[config.mk]
export PLATFORM = sky130hd
export DESIGN_NAME = sram_fifo_ctrl
export DESIGN_NICKNAME = d
export VERILOG_FILES = /design/src/rtl/sram_fifo_ctrl.sv
export SDC_FILE = /design/constraint.sdc
export NUM_CORES = 1
export LEC_CHECK = 0
export CELL_PAD_IN_SITES_DETAIL_PLACEMENT = 0
export CELL_PAD_IN_SITES_GLOBAL_PLACEMENT = 2
export CORE_MARGIN = 4
export CORE_UTILIZATION = 31
export CTS_CLUSTER_SIZE = 24
export DETAILED_ROUTE_END_ITERATION = 12
export GPL_TIMING_DRIVEN = 0
export PLACE_DENSITY = 0.81
export REMOVE_ABC_BUFFERS = 1
export SYNTH_ARGS = -nofsm -noshare
export SYNTH_HDL_FRONTEND = slang
export SYNTH_SLANG_ARGS = --single-unit
[constraint.sdc]
create_clock -name clock -period 4.68 [get_ports clock]
set_input_delay 0.936 -clock clock [delete_from_list [all_inputs] [get_ports clock]]
set_output_delay 0.936 -clock clock [all_outputs]
set_load 0.03 [all_outputs]
[src/rtl/sram_fifo_ctrl.sv]
// sram_fifo_ctrl: FIFO controller wrapping one single-port SRAM macro with a
// 1-cycle registered read. The RW port is arbitrated cycle by cycle between
// enqueue writes and prefetch reads; a 2-entry output buffer absorbs the read
// latency and consumer backpressure.
// Optional feature: define SRAM_FIFO_BYPASS_EN to let an enqueue skip the SRAM
// and land directly in the output buffer when nothing older is queued behind it.
module sram_fifo_ctrl #(
  parameter int DEPTH = 256,
  parameter int AW    = 8,
  parameter int W     = 13
) (
  input  logic          clock,
  input  logic          reset_n,
  input  logic          enq_valid,
  output logic          enq_ready,
  input  logic [W-1:0]  enq_bits,
  output logic          deq_valid,
  input  logic          deq_ready,
  output logic [W-1:0]  deq_bits,
  output logic [AW+1:0] count,
  output logic          ram_en,
  output logic          ram_wmode,
  output logic [AW-1:0] ram_addr,
  output logic [W-1:0]  ram_wdata,
  input  logic [W-1:0]  ram_rdata
);
  localparam int CW = AW + 1;  // ram_cnt holds 0..DEPTH
  localparam int NW = AW + 2;  // count holds 0..DEPTH+2

  logic [AW-1:0] wr_ptr_q, wr_ptr_d;
  logic [AW-1:0] rd_ptr_q, rd_ptr_d;
  logic [CW-1:0] ram_cnt_q, ram_cnt_d;
  logic [NW-1:0] count_q, count_d;
  logic [1:0]    ob_cnt_q, ob_cnt_d;
  logic          rd_pend_q, rd_pend_d;
  logic          prio_q, prio_d;
  logic [W-1:0]  ob_q [2];
  logic [W-1:0]  ob_d [2];

  logic          deq_fire, enq_fire;
  logic [2:0]    space;
  logic          rd_req, wr_req, conflict;
  logic          rd_grant, wr_grant, bypass;
  logic          cap;
  logic [W-1:0]  cap_data;
  logic [1:0]    ob_keep;

  // Request generation, port arbitration and next-state computation.
  // NOTE: every signal gets a default at the top of the block so no path leaves it unassigned (no latches).
  always_comb begin
    deq_valid = (ob_cnt_q != 2'd0);
    deq_fire  = deq_valid & deq_ready;
    // Free output-buffer slots once this cycle's dequeue and any in-flight read are accounted for.
    space     = 3'd2 - {1'b0, ob_cnt_q} - {2'b0, rd_pend_q} + {2'b0, deq_fire};

    // Gating with reset_n keeps the handshake and RAM enable low while reset is held.
    rd_req    = reset_n & (ram_cnt_q != '0) & (space != 3'd0);
    wr_req    = reset_n & enq_valid & (ram_cnt_q < CW'(DEPTH));
    conflict  = rd_req & wr_req;
    rd_grant  = rd_req & (!wr_req | !prio_q);
    wr_grant  = wr_req & (!rd_req | prio_q);

    bypass    = 1'b0;
`ifdef SRAM_FIFO_BYPASS_EN
    // Only legal when nothing is stored in or being read from the RAM, so order is kept.
    bypass    = reset_n & enq_valid & (ram_cnt_q == '0) & !rd_pend_q
              & (space != 3'd0) & !rd_grant;
    wr_grant  = wr_grant & !bypass;
`endif

    enq_ready = wr_grant | bypass;
    enq_fire  = enq_valid & enq_ready;

    ram_en    = rd_grant | wr_grant;
    ram_wmode = wr_grant;
    ram_addr  = wr_grant ? wr_ptr_q : rd_ptr_q;
    ram_wdata = enq_bits;

    // Read data is valid only in the cycle after a granted read; bypass data comes straight from enq.
    cap       = rd_pend_q | bypass;
    cap_data  = rd_pend_q ? ram_rdata : enq_bits;

    wr_ptr_d  = wr_ptr_q + AW'(wr_grant);
    rd_ptr_d  = rd_ptr_q + AW'(rd_grant);
    ram_cnt_d = ram_cnt_q + CW'(wr_grant) - CW'(rd_grant);
    rd_pend_d = rd_grant;
    prio_d    = conflict ? ~prio_q : prio_q;
    count_d   = count_q + NW'(enq_fire) - NW'(deq_fire);

    // Shift on dequeue first, then the capture fills the first free slot.
    ob_keep   = ob_cnt_q - 2'(deq_fire);
    ob_d[0]   = deq_fire ? ob_q[1] : ob_q[0];
    ob_d[1]   = ob_q[1];
    if (cap) begin
      if (ob_keep == 2'd0) ob_d[0] = cap_data;
      else                 ob_d[1] = cap_data;
    end
    ob_cnt_d  = ob_keep + 2'(cap);

    deq_bits  = ob_q[0];
    count     = count_q;
  end

  // Control state: pointers, occupancy counters, read-pending flag and arbitration priority.
  // NOTE: sequential state uses non-blocking assignments so all flops update from pre-edge values.
  always_ff @(posedge clock or negedge reset_n) begin
    if (!reset_n) begin
      wr_ptr_q  <= '0;
      rd_ptr_q  <= '0;
      ram_cnt_q <= '0;
      count_q   <= '0;
      ob_cnt_q  <= 2'd0;
      rd_pend_q <= 1'b0;
      prio_q    <= 1'b0;
    end else begin
      wr_ptr_q  <= wr_ptr_d;
      rd_ptr_q  <= rd_ptr_d;
      ram_cnt_q <= ram_cnt_d;
      count_q   <= count_d;
      ob_cnt_q  <= ob_cnt_d;
      rd_pend_q <= rd_pend_d;
      prio_q    <= prio_d;
    end
  end

  // Output buffer data storage.
  // NOTE: data storage is not reset; ob_cnt_q alone decides which entries are meaningful.
  always_ff @(posedge clock) begin
    ob_q[0] <= ob_d[0];
    ob_q[1] <= ob_d[1];
  end

  // A capture must always find a free slot in the output buffer.
  ob_no_overflow: assert property (@(posedge clock) disable iff (!reset_n)
    !(cap && (ob_keep == 2'd2)));

endmodule

==> summary.md <==
| Metric | Value |
|---|---|
| Die area | `13000 um2` |
| Pins over their slew limit | `0` |
| Area Growth Syn to Fin | `25.4%` |
| Routed via count | `2235` |
| Outcome | `complete, no violations` |
| Initial Util | `31.9%` |
| Synth Area in Simple Gates | `9.80%` |
| Clock Sinks | `65` |
| Fill count | `1090` |
| Leading cell types by count after synthesis | `dfrtp_1, inv_1, ha_1, buf_4, nor2_1` |
| Footprint of the multi-input gates | `1530 um2` |
| Post-synthesis sequential area ratio | `46.7%` |
| Top_reg_cell synth | `dfrtp_1` |
| Antenna viol nets, final | `0` |
| Area of the core | `10900 um2` |
| DIE HEIGHT | `114 um` |
| CTS buffer count | `9` |
| Post-synth top area cell | `dfrtp_1` |
| Setup Viol. Count Final | `0` |
| Combinational share of power | `53.5%` |
| Placer Congestion | `0.731` |
| IO buf count | `51` |
| Crit Path Category | `in -> out` |
| Multiplexer share of the synthesized area | `6.28%` |
| Tightest Pin Transition | `0.964 ns` |
| CTS tree | `done` |
| EDFF count, synth | `13` |
| Compound-Gate Fraction of Synth Area | `7.32%` |
| Largest net degree at the start of global routing | `35` |
| Mapped Area | `3490 um2` |
| Worst hold slack | `0.470 ns` |
| Routed wire per std cell | `12.7 um` |
| Slew margin rel. | `35.6%` |
| Worst EP required | `3.74 ns` |
| Gr usage total | `10.6%` |
| Net switching power figure | `1560 uW` |
| Setup TNS Final | `0 ns` |
| Max-cap violation count | `0` |
| Top-count cell post-synth | `dfrtp_1` |
| Post-DP HPWL | `4590 um` |
| Drc violations | `0` |
| Synth Area in Adders | `12.1%` |
| Avg Cell Area, Syn | `11.0 um2` |
| CP startpoint kind | `input pin` |
| Worst setup EP type | `output pin` |
| Tot Pwr | `3880 uW` |
| Die width | `114 um` |
| #FFs+latches synth | `65` |
| Power Dens Cells | `887 nW/um2` |
| Global-route wire length before repair | `11200 um` |
| Layout cell share with drive strength beyond 1 | `10.6%` |
| Initial antenna violation count | `0` |
| Diode count | `0` |
| Storage cell area | `1630 um2` |
| Clock power share | `19.7%` |
| Synth area leaders | `dfrtp_1, edfxtp_1, ha_1` |
| P_int | `2320 uW` |
| Reg clk slew, reported paths | `0.06 ns` |
| Clk_lat worst skew | `0.32 ns` |
| Maximum VDD drop | `0.000360 V` |
| Net Sw Frac | `40.2%` |
| Fin crit period | `4.50 ns` |
| Largest family of logic cells by synthesized area | `adder cells` |
| Fmax achieved | `222 MHz` |
| Synthesized instance count | `317` |
| Max Root-Sink Buffers | `2` |
| Synth Warn # | `0` |
| Skew final | `0.0113 ns` |
| Routed Wire Length | `6320 um` |
| Row Count | `38` |
| DR vias/cell | `4.48` |
| Worst Hold Class | `reg -> reg` |
| Ys async rst share | `60.0%` |
| Post-synth top area share | `28.0%` |
| RSZ-0062 raised after global routing | `no` |
| Top Ports | `78` |
| Endpoints failing hold | `0` |
| Vias in the first global route | `2403` |
| Post-CTS Hold Fix Bufs | `0` |
| Distinct cell type count after synthesis | `42` |
| Fin crit share | `96.1%` |
| Sequential Power Share | `26.9%` |
| Worst EP arrival | `3.56 ns` |
| Crit path max fanout | `11` |
| Nets | `416` |
| Lkg Pwr | `0.00200 uW` |
| H-tree depth | `3` |
| Clock root buffer | `clkbuf_16` |
| Detailed Routing Iterations Pass 1 | `4` |
| Post-synthesis xor/xnor area fraction | `7.79%` |
| DRT iter0 DRCs | `70` |
| Grt total ovfl | `0` |
## stage by stage
stage                     instance area, um2  util (%)  setup WS [ns]  cells
final                                   4370      40.0          0.185    499
after global routing                    4370      40.0         0.0475    499
after CTS                               4360      39.9         0.0954    499
after detailed placement                3970      36.3         -0.590    479
after global placement                  3950      36.2          -1.11    478
after floorplan                         3270         -          0.302    287
## worst paths after layout
| path | slack (ns) | from | to | depth (start not counted) |
|---|---|---|---|---|
| min in group asynchronous | 0.48 | reset_n | count[3]$_DFF_PN0_ | 1 |
| setup reg to reg | 0.60 | ob_cnt_q[1]$_DFF_PN0_ | count[8]$_DFF_PN0_ | 20 |
| max in group asynchronous | 3.75 | reset_n | ram_cnt_q[0]$_DFF_PN0_ | 2 |
| hold reg to reg | 0.47 | rd_ptr_q[7]$_DFF_PN0_ | rd_ptr_q[7]$_DFF_PN0_ | 1 |
| hold / removal | 0.47 | rd_ptr_q[7]$_DFF_PN0_ | rd_ptr_q[7]$_DFF_PN0_ | 1 |
| setup / recovery | 0.18 | deq_ready | ram_addr[1] | 12 |
## layer usage
layer	vias up	global-route usage, %	share of wire [%]	wire, um
met1	1042	13.4	48	3060
met2	56	17.1	44	2790
met5	-	0	0	0
met4	0	2.61	1.0	63
li1	1130	-	-	-
met3	7	4.19	6.4	405
## power groups by stage
stage | Sequential [uW] | Clock (uW) | Combinational [uW]
final | 1040 | 763 | 2070
after CTS | 1050 | 787 | 2100
after detailed placement | 1050 | 0 | 2080
after floorplan | 1230 | 0 | 1300
after global routing | 1080 | 811 | 2340
after global placement | 1040 | 0 | 2040
## cell type report
class	count	share of cell area [%]
Tap cell	140	4.01
Sequential cell	65	37.2
Timing Repair Buffer	56	12.9
Inverter	35	3.01
Clock buffer	9	5.15
Multi-Input combinational cell	187	35.0
Clock inverter	7	2.72
## sequential cells by signal, indices dropped and copies added (netlist names)
name / cells
ob_q: 26
prio_q: 1
ob_cnt_q: 2
wr_ptr_q: 8
rd_ptr_q: 8
ram_cnt_q: 9
cap: 1
count: 10
## repair_timing
item	in CTS	in global routing
setup endpoints to repair	16	2
buffers inserted	4	0
resized for setup	11	2
pin swaps	2	0
## worst max-delay path: stages
cell and delay, ns:
clkdlybuf4s50_1 0.45, nand2_4 0.10, inv_1 0.07, fa_1 0.37, inv_1 0.06, ha_1 0.21
nor3b_2 0.18, a311oi_2 0.32, nor2_4 0.08, buf_12 0.15, mux2_2 0.27, dlygate4sd2_1 0.36
## placed cells by master, fill, tap and decap left out, types with 2 or more instances in the layout
cell type,netlist,layout
a31oi_1,2,2
a21oi_1,22,21
buf_12,0,2
nand3_1,10,10
mux2_2,7,7
nand3b_1,5,5
xnor2_1,20,20
clkbuf_16,0,9
dlymetal6s2s_1,0,2
nand2_1,8,8
dlygate4sd2_1,0,8
nor3_1,2,2
nand4_1,2,2
ha_1,29,29
mux2i_1,14,14
bufinv_16,0,3
dfrtp_1,39,39
edfxtp_1,13,13
o2111ai_1,2,2
or2_2,2,2
clkinv_4,0,2
inv_1,35,35
xor2_1,11,11
and4_1,2,2
buf_4,28,3
nor2_1,24,24
dfxtp_1,13,13
clkdlybuf4s50_1,0,40
o211ai_1,3,3
and3_1,2,2
fa_1,3,3
## cells by family after synthesis
logic type | Yosys count
simple gates | 65
xor+xnor | 31
buf+inv | 65
compound gates | 38
flops | 65
mux | 21
fa+ha+maj | 32
No activity file was read; power rests on OpenSTA's default activity.
